===== config.mk =====
export PLATFORM = sky130hd
export DESIGN_NAME = lockable_bank_programmer
export DESIGN_NICKNAME = d
export VERILOG_FILES = /design/src/rtl/lock_prog_pkg.sv /design/src/rtl/lock_prog_verify.sv /design/src/rtl/lockable_bank_programmer.sv
export SDC_FILE = /design/constraint.sdc
export NUM_CORES = 1
export LEC_CHECK = 0
export ABC_AREA = 1
export BUFFER_PORTS_ARGS = -buffer_cell sky130_fd_sc_hd__buf_4
export CELL_PAD_IN_SITES_DETAIL_PLACEMENT = 2
export CELL_PAD_IN_SITES_GLOBAL_PLACEMENT = 2
export CORE_MARGIN = 2
export CORE_UTILIZATION = 22
export DETAILED_ROUTE_END_ITERATION = 10
export PLACE_DENSITY_LB_ADDON = 0.05
export SKIP_CTS_REPAIR_TIMING = 1
export SLEW_MARGIN = 20
export SYNTH_ARGS = -nofsm -noshare
export SYNTH_HDL_FRONTEND = slang
export SYNTH_SLANG_ARGS = --single-unit

===== constraint.sdc =====
create_clock -name clk -period 2.8 [get_ports clk]
set_input_delay 0.56 -clock clk [delete_from_list [all_inputs] [get_ports clk]]
set_output_delay 0.56 -clock clk [all_outputs]
set_load 0.01 [all_outputs]

===== src/rtl/lock_prog_pkg.sv =====
// lock_prog_pkg: shared types and constants for the lockable bank programmer.
//   state_e   - controller state encoding (IDLE, WRITE, VERIFY, LOCK, LOCKED)
//   RSP_OK / RSP_ERR - response status values carried on rsp_err
//   ERR_CNT_W - width of the saturating error counter
package lock_prog_pkg;

   typedef enum logic [2:0] {
      ST_IDLE   = 3'd0,
      ST_WRITE  = 3'd1,
      ST_VERIFY = 3'd2,
      ST_LOCK   = 3'd3,
      ST_LOCKED = 3'd4
   } state_e;

   localparam logic RSP_OK  = 1'b0;
   localparam logic RSP_ERR = 1'b1;

   localparam int ERR_CNT_W = 8;

endpackage


===== src/rtl/lock_prog_verify.sv =====
// lock_prog_verify: selects one register's readback slice from the
// concatenated bank bus and compares it against the expected write data.
// Ports:
//   rd_data_i - NUM_REGS*DATA_W concatenated readback, reg i at [i*DATA_W +: DATA_W]
//   sel_i     - register index to check
//   exp_i     - expected data
//   match_o   - 1 when the selected readback equals exp_i
module lock_prog_verify #(
   parameter  int NUM_REGS = 4,
   parameter  int DATA_W   = 8,
   localparam int SEL_W    = (NUM_REGS > 1) ? $clog2(NUM_REGS) : 1
) (
   input  logic [NUM_REGS*DATA_W-1:0] rd_data_i,
   input  logic [SEL_W-1:0]           sel_i,
   input  logic [DATA_W-1:0]          exp_i,
   output logic                       match_o
);

   logic [DATA_W-1:0] rd_sel;

   // Loop mux keeps every slice index constant and in range.
   always_comb begin
      rd_sel = '0;
      for (int i = 0; i < NUM_REGS; i++) begin
         if (sel_i == SEL_W'(i)) rd_sel = rd_data_i[i*DATA_W +: DATA_W];
      end
   end

   assign match_o = (rd_sel == exp_i);

endmodule


===== src/rtl/lockable_bank_programmer.sv =====
// lockable_bank_programmer: initiator for a bank of NUM_REGS lockable
// registers. Takes write/commit requests on a valid/ready port, drives a
// one-hot write enable plus shared data, optionally verifies each write by
// readback, and on commit raises the bank-wide lock until reset.
// Build option: define LOCK_PROG_READBACK_VERIFY_EN to add the VERIFY state
// (write response in cycle 3 with mismatch status); otherwise writes answer
// cleanly in cycle 2 and reg_rd_data is ignored.
// Ports:
//   clk, rst_n            - clock, synchronous active-low reset
//   req_valid/req_ready   - request handshake
//   req_commit            - 1 = lock command, 0 = write of req_data to req_addr
//   rsp_valid/rsp_err     - one-cycle response pulse and status
//   reg_wr_en, reg_data   - one-hot write enables and shared write data
//   reg_lock_en           - broadcast lock, held from commit until reset
//   reg_rd_data           - concatenated readback buses
//   locked, err_count     - commit done; saturating error response count
module lockable_bank_programmer
   import lock_prog_pkg::*;
#(
   parameter int NUM_REGS = 4,
   parameter int ADDR_W   = 2,
   parameter int DATA_W   = 8
) (
   input  logic                       clk,
   input  logic                       rst_n,
   input  logic                       req_valid,
   output logic                       req_ready,
   input  logic                       req_commit,
   input  logic [ADDR_W-1:0]          req_addr,
   input  logic [DATA_W-1:0]          req_data,
   output logic                       rsp_valid,
   output logic                       rsp_err,
   output logic [NUM_REGS-1:0]        reg_wr_en,
   output logic [DATA_W-1:0]          reg_data,
   output logic                       reg_lock_en,
   input  logic [NUM_REGS*DATA_W-1:0] reg_rd_data,
   output logic                       locked,
   output logic [ERR_CNT_W-1:0]       err_count
);

   localparam logic [ADDR_W:0] NREGS_CMP = (ADDR_W+1)'(NUM_REGS);

   state_e                 state_q, state_d;
   logic [ADDR_W-1:0]      addr_q, addr_d;
   logic [DATA_W-1:0]      data_q, data_d;
   logic                   rsp_valid_q, rsp_valid_d;
   logic                   rsp_err_q, rsp_err_d;
   logic [ERR_CNT_W-1:0]   err_cnt_q, err_cnt_d;
   logic                   in_range;

   assign in_range = ({1'b0, req_addr} < NREGS_CMP);

`ifdef LOCK_PROG_READBACK_VERIFY_EN
   localparam int SEL_W = (NUM_REGS > 1) ? $clog2(NUM_REGS) : 1;
   logic rd_match;

   lock_prog_verify #(
      .NUM_REGS (NUM_REGS),
      .DATA_W   (DATA_W)
   ) u_verify (
      .rd_data_i (reg_rd_data),
      .sel_i     (addr_q[SEL_W-1:0]),
      .exp_i     (data_q),
      .match_o   (rd_match)
   );
`else
   logic unused_rd;
   assign unused_rd = ^reg_rd_data;
`endif

   // State and datapath registers.
   always_ff @(posedge clk) begin
      if (!rst_n) begin
         state_q     <= ST_IDLE;
         addr_q      <= '0;
         data_q      <= '0;
         rsp_valid_q <= 1'b0;
         rsp_err_q   <= RSP_OK;
         err_cnt_q   <= '0;
      end else begin
         state_q     <= state_d;
         addr_q      <= addr_d;
         data_q      <= data_d;
         rsp_valid_q <= rsp_valid_d;
         rsp_err_q   <= rsp_err_d;
         err_cnt_q   <= err_cnt_d;
      end
   end

   // Next state. Responses are registered, so the pulse appears in the cycle
   // after the transition that decides it.
   always_comb begin
      state_d     = state_q;
      addr_d      = addr_q;
      data_d      = data_q;
      rsp_valid_d = 1'b0;
      rsp_err_d   = RSP_OK;
      case (state_q)
         ST_IDLE: begin
            if (req_valid) begin
               if (req_commit) begin
                  state_d = ST_LOCK;
               end else if (in_range) begin
                  state_d = ST_WRITE;
                  addr_d  = req_addr;
                  data_d  = req_data;
               end else begin
                  rsp_valid_d = 1'b1;
                  rsp_err_d   = RSP_ERR;
               end
            end
         end
         ST_WRITE: begin
`ifdef LOCK_PROG_READBACK_VERIFY_EN
            state_d = ST_VERIFY;
`else
            state_d     = ST_IDLE;
            rsp_valid_d = 1'b1;
`endif
         end
         ST_VERIFY: begin
            state_d = ST_IDLE;
`ifdef LOCK_PROG_READBACK_VERIFY_EN
            rsp_valid_d = 1'b1;
            rsp_err_d   = rd_match ? RSP_OK : RSP_ERR;
`endif
         end
         ST_LOCK: begin
            state_d     = ST_LOCKED;
            rsp_valid_d = 1'b1;
         end
         ST_LOCKED: begin
            // Locked bank: writes are refused, repeat commits are harmless.
            if (req_valid) begin
               rsp_valid_d = 1'b1;
               rsp_err_d   = req_commit ? RSP_OK : RSP_ERR;
            end
         end
         default: state_d = ST_IDLE;
      endcase

      // Counter moves with the response it counts.
      err_cnt_d = err_cnt_q;
      if (rsp_valid_d && (rsp_err_d == RSP_ERR) && (err_cnt_q != '1))
         err_cnt_d = err_cnt_q + 1'b1;
   end

   // Outputs.
   always_comb begin
      req_ready   = (state_q == ST_IDLE) || (state_q == ST_LOCKED);
      reg_lock_en = (state_q == ST_LOCK) || (state_q == ST_LOCKED);
      locked      = (state_q == ST_LOCKED);
      reg_wr_en   = '0;
      if (state_q == ST_WRITE) begin
         for (int i = 0; i < NUM_REGS; i++) begin
            if (addr_q == ADDR_W'(i)) reg_wr_en[i] = 1'b1;
         end
      end
   end

   assign reg_data  = data_q;
   assign rsp_valid = rsp_valid_q;
   assign rsp_err   = rsp_err_q;
   assign err_count = err_cnt_q;

endmodule


==> results.toml, run 1 <==
[cells_and_area]
final_cells = 245
final_common_cell = "buf_4"
final_nets = 226
num_antenna_cells = 0
layout-drive-gt1-share_pct = 38.20
layout_common_cells = "38 x buf_4, 23 x dfxtp_1, 21 x nand2_1, 21 x nor2_1, 11 x inv_1"
syn_to_final_growth_pct = 36.99
final_util_pct = 31.39

[global_routing]
grt_usage_pct = 12.54
grt_pass1_vias = 1119
grt_max_degree = 16
antenna_found_initial = 0
grt_pass1_wl_um = 5292
grt_overflow = 0

[timing]
fin_worst_skew_ns = 0.002468
slew_headroom_pct = 79.24
worst_pin_slew_ns = 0.3109
setup_violations = 0
clock.fmax_mhz = 498.5
min_period_ns = 2.006
totalNegativeSetupSlack_ns = 0
setup_ws_ns = 0.7941
period_share_pct = 71.64
rsz0062_at_grt = "false"
drv_slew = 0
hold_violations = 0

[setup_path]
startpoint_type = "flip-flop"
path_max_fanout = 4
crit_path_end_kind = "primary output"
path_class = "flip-flop to primary output"
arrival_ns = 1.45
critical_path_required_ns = 2.24
r2r_slack_ns = 1.37

[drt]
firstDrtPassIters = 4
vias = 1021
wire_per_inst_um = 12.41
drtIter0Drc = 8
wl_um = 3041
vias_per_cell = 4.167
drc_errors = 0
drtAntennaViolNets = 0

[job]
maxCapViolCount = 0

[place]
place_ws_ns = 1.069
portBuffers = 38
placed_cells = 241
place_hpwl_um = 2383
gp_congestion = 0.7148

[cts]
clk_pin_slew_worst_paths_ns = 0.09
cts_tree = "built"
clockBufferDepth = 2
htreeDepth = 1
root_buffer = "clkbuf_8"
clock-sinks = 23
worstSkewPairLatency_ns = 0.27
cts_inserted_buffers = 3

[synth]
yosysSeqAreaShare_pct = 42.54
synth_warnings = 0
synth-edff-count = 0
ys_top_cells_by_area = "dfxtp_1 43%, nand2_1 7.3%, nor2_1 7.3%, nor2_2 5.2%, inv_1 3.8%"
ys_types = 25
syn-cell-area_sq_um = 1082
synth.ff_latch_count = 23
syn_avg_cell_area_sq_um = 7.843
synth_fp_nets = 185
yosysTopAreaCellShare_pct = 42.54
ys.flop_type = "dfxtp_1"
async_reset_ff_share_pct = 0
yosysTopAreaCell = "dfxtp_1"
synth_cells = 138

[pwr]
p_leak_nw = 0.6675
ir_drop_uv = 188.9
p_per_area_nw_per_um2 = 439.1

[die]
chipWidth_um = 74.14
die_height_um = 74.14
num_io_pins = 71
die-area_sq_um = 5497
floorplan.initialDensity_pct = 22.91
coreArea_sq_um = 4723
rows = 25

[min_path]
min_path_type = "input port to flip-flop"

[outcome]
status = "finished, final reports clean"
## area by class of cell
cell class	instances	area, sq um
multi-input cells	99	549.3
fillers	587	3241
clock inverters	1	5.005
repair buffers	38	285.3
inverters	14	57.56
flip-flops and latches	23	460.4
well taps	67	83.83
clock buffers	3	41.29
## cell usage after synthesis (2+ instances only)
| cell type | n |
|---|---|
| dfxtp_1 | 23 |
| nand2_1 | 21 |
| nor2_1 | 21 |
| inv_1 | 11 |
| nor2_2 | 9 |
| o21ai_0 | 8 |
| nand3_1 | 6 |
| nor3_1 | 6 |
| a21oi_2 | 4 |
| a21oi_1 | 3 |
| nand2_2 | 3 |
| nand2_4 | 3 |
| nor2_4 | 3 |
| o21ai_1 | 3 |
| xor2_1 | 3 |
| nand4_1 | 2 |
## final timing paths
check | startpoint | to | depth (start not counted)
worst max-delay path | state_q[2] | reg_wr_en[0] | 5
worst min-delay path | req_data[3] | reg_data[3] | 3
worst max register to register | err_count[0] | err_count[1] | 8
worst min register to register | reg_data[0] | reg_data[0] | 2
## flip-flops by register name, indices dropped and copies added, names as in the netlist
register	flops
state_q	3
err_count	8
rsp_valid	1
rsp_err	1
reg_data	8
addr_q	2
## cells by family after synthesis
family / after synthesis / synth area share, %
flops: 23 / 42.54
simple gates: 77 / 37.46
compound gates: 18 / 9.710
fa+ha+maj: 1 / 1.156
xor+xnor: 3 / 2.428
buf+inv: 16 / 6.704
## per-stage QoR
step	hold WS [ns]	cell area [sq um]	total power, W
after floorplan	0.4865	1082	0.0004009
after global placement	0.4969	1436	0.0004426
after detailed placement	0.5192	1436	0.0004466
after CTS	0.5035	1483	0.0006660
after global routing	0.5126	1483	0.0006932
final	0.5095	1483	0.0006511
## metal layers
metal	GRT usage (%)	routed length (um)
met5	0	0
met4	4.242	36
met3	2.439	133
met2	21.03	1461
met1	16.13	1409
## worst max-delay path: stages, from the launching register on
cell     delay, ns
dfxtp_1       0.34
inv_1         0.13
nand2_1       0.08
or2_2         0.31
nor3_1        0.16
buf_4         0.15
## power breakdown
group          internal, W  leakage, nW  switching [W]
Sequential        0.000340        0.187     0.00000784
Clock            0.0000996       0.0255       0.000116
Combinational    0.0000400        0.455      0.0000479
Total             0.000480        0.667       0.000171
Note: power is estimated with default switching activity, not from simulation.
==> run 2, diff against run 1 <==
- CORE_UTILIZATION: 22 -> 19
- clock period: 2.8 -> 1.65 ns (I/O delays scaled with it)
==> results.toml, run 2 (same netlist as run 1, synthesis figures left out) <==
[outcome]
status = "finished, final reports clean"

[timing]
totalNegativeSetupSlack_ns = 0
hold_violations = 0
worst_pin_slew_ns = 0.3024
slew_headroom_pct = 79.72
drv_slew = 0
setup_violations = 0
fin_worst_skew_ns = 0.006536
period_share_pct = 97.34
rsz0062_at_grt = "true"
clock.fmax_mhz = 622.6
min_period_ns = 1.606

[drt]
drc_errors = 0
vias_per_cell = 4.141
drtAntennaViolNets = 0
wire_per_inst_um = 12.58
drtIter0Drc = 19
firstDrtPassIters = 2
vias = 1056
wl_um = 3208

[die]
coreArea_sq_um = 5507
floorplan.initialDensity_pct = 19.65
die_height_um = 79.48
num_io_pins = 71
die-area_sq_um = 6316
chipWidth_um = 79.48
rows = 27

[place]
place_area_sq_um = 1458
portBuffers = 38
place_hpwl_um = 2539
gp_congestion = 0.7555

[setup_path]
worst-r2r-cell-count = 9
path_max_fanout = 4
arrival_ns = 1.28
path_cells = "inv_4 -> nand2_4 -> or2_4 -> nor3_4 -> buf_6"
crit_path_end_kind = "primary output"
path_class = "flip-flop to primary output"
startpoint_type = "flip-flop"
cp_slowest_stage_delay_ns = 0.36
critical_path_required_ns = 1.32
slowest_stage = "dfxtp_4"

[min_path]
min_path_type = "input port to flip-flop"
hold_depth = 3

[cells_and_area]
fillers = 660
layout_common_cells = "42 x buf_4, 21 x nor2_1, 21 x dfxtp_1"
final_common_cell = "buf_4"
layout-drive-gt1-share_pct = 44.26
num_antenna_cells = 0
final_nets = 231
final_cell_area_sq_um = 1574
syn_to_final_growth_pct = 45.43
final_util_pct = 28.58
multiInputGateArea_sq_um = 585.6
regArea_sq_um = 465.4

[global_routing]
grt_usage_pct = 11.30
grt_max_degree = 16
grt_overflow = 0
grt_pass1_vias = 1128
antenna_found_initial = 0
grt_pass1_wl_um = 5644

[cts]
htreeDepth = 1
cts_tree = "built"
clk_pin_slew_worst_paths_ns = 0.09
clock-sinks = 23
root_buffer = "clkbuf_8"
cts_inserted_buffers = 3
clockBufferDepth = 2
worstSkewPairLatency_ns = 0.27

[pwr]
ir_drop_uv = 243.9
p_leak_nw = 0.7042
p_per_area_nw_per_um2 = 713.9

[job]
maxCapViolCount = 0
==> run 2: changes by cell type in the layout (fill, tap and decap cells not counted), moves of 2 or more <==
cell / change
dfxtp_1: -2
nor3_1: -4
nor3_2: +3
buf_4: +4
==> run 2: path summary, 6_finish.rpt <==
kind                startpoint           end  slack, ns
setup / recovery    state_q[2]  reg_wr_en[1]       0.04
hold / removal     req_data[1]   reg_data[1]       0.28
hold reg to reg   err_count[7]  err_count[7]       0.52
setup reg to reg  err_count[1]  err_count[0]       0.22
==> run 2: worst max-delay path, delay by kind of cell (launching register included) <==
family / cells / cell delay (ns)
buf+inv: 2 / 0.18
flops: 1 / 0.36
simple gates: 3 / 0.47
==> run 2: cell type report <==
cell class | count | share of cell area, %
clock buffer | 3 | 2.623
clock inverter | 1 | 0.3180
inverter | 14 | 3.816
multi-input combinational | 99 | 37.20
sequential | 23 | 29.57
tap | 72 | 5.723
timing repair buffer | 43 | 20.75
==> run 2: through the flow <==
stage | hold WS [ns] | power [W] | worst slack, ns | instances
3_5_place_dp | 0.5122 | 0.0007603 | 0.1402 | 248
3_3_place_gp | 0.4927 | 0.0007541 | 0.1864 | 248
6_report | 0.2765 | 0.001124 | 0.04392 | 255
5_1_grt | 0.2744 | 0.001193 | -0.03381 | 255
4_1_cts | 0.2689 | 0.001142 | -0.1693 | 252
2_1_floorplan | 0.4582 | 0.0006804 | 0.2489 | 138
==> run 2: routing by layer <==
metal / global-route usage [%] / wire [um] / vias up
li1: - / - / 527
met1: 14.70 / 1484 / 506
met2: 18.49 / 1569 / 21
met3: 2.489 / 129 / 2
met4: 3.621 / 25 / 0
met5: 0 / 0 / -
==> run 2: power breakdown <==
part / internal [W] / switching, W
Clock: 0.000169 / 0.000199
Sequential: 0.000576 / 0.0000165
Combinational: 0.0000759 / 0.0000869
Total: 0.000821 / 0.000303
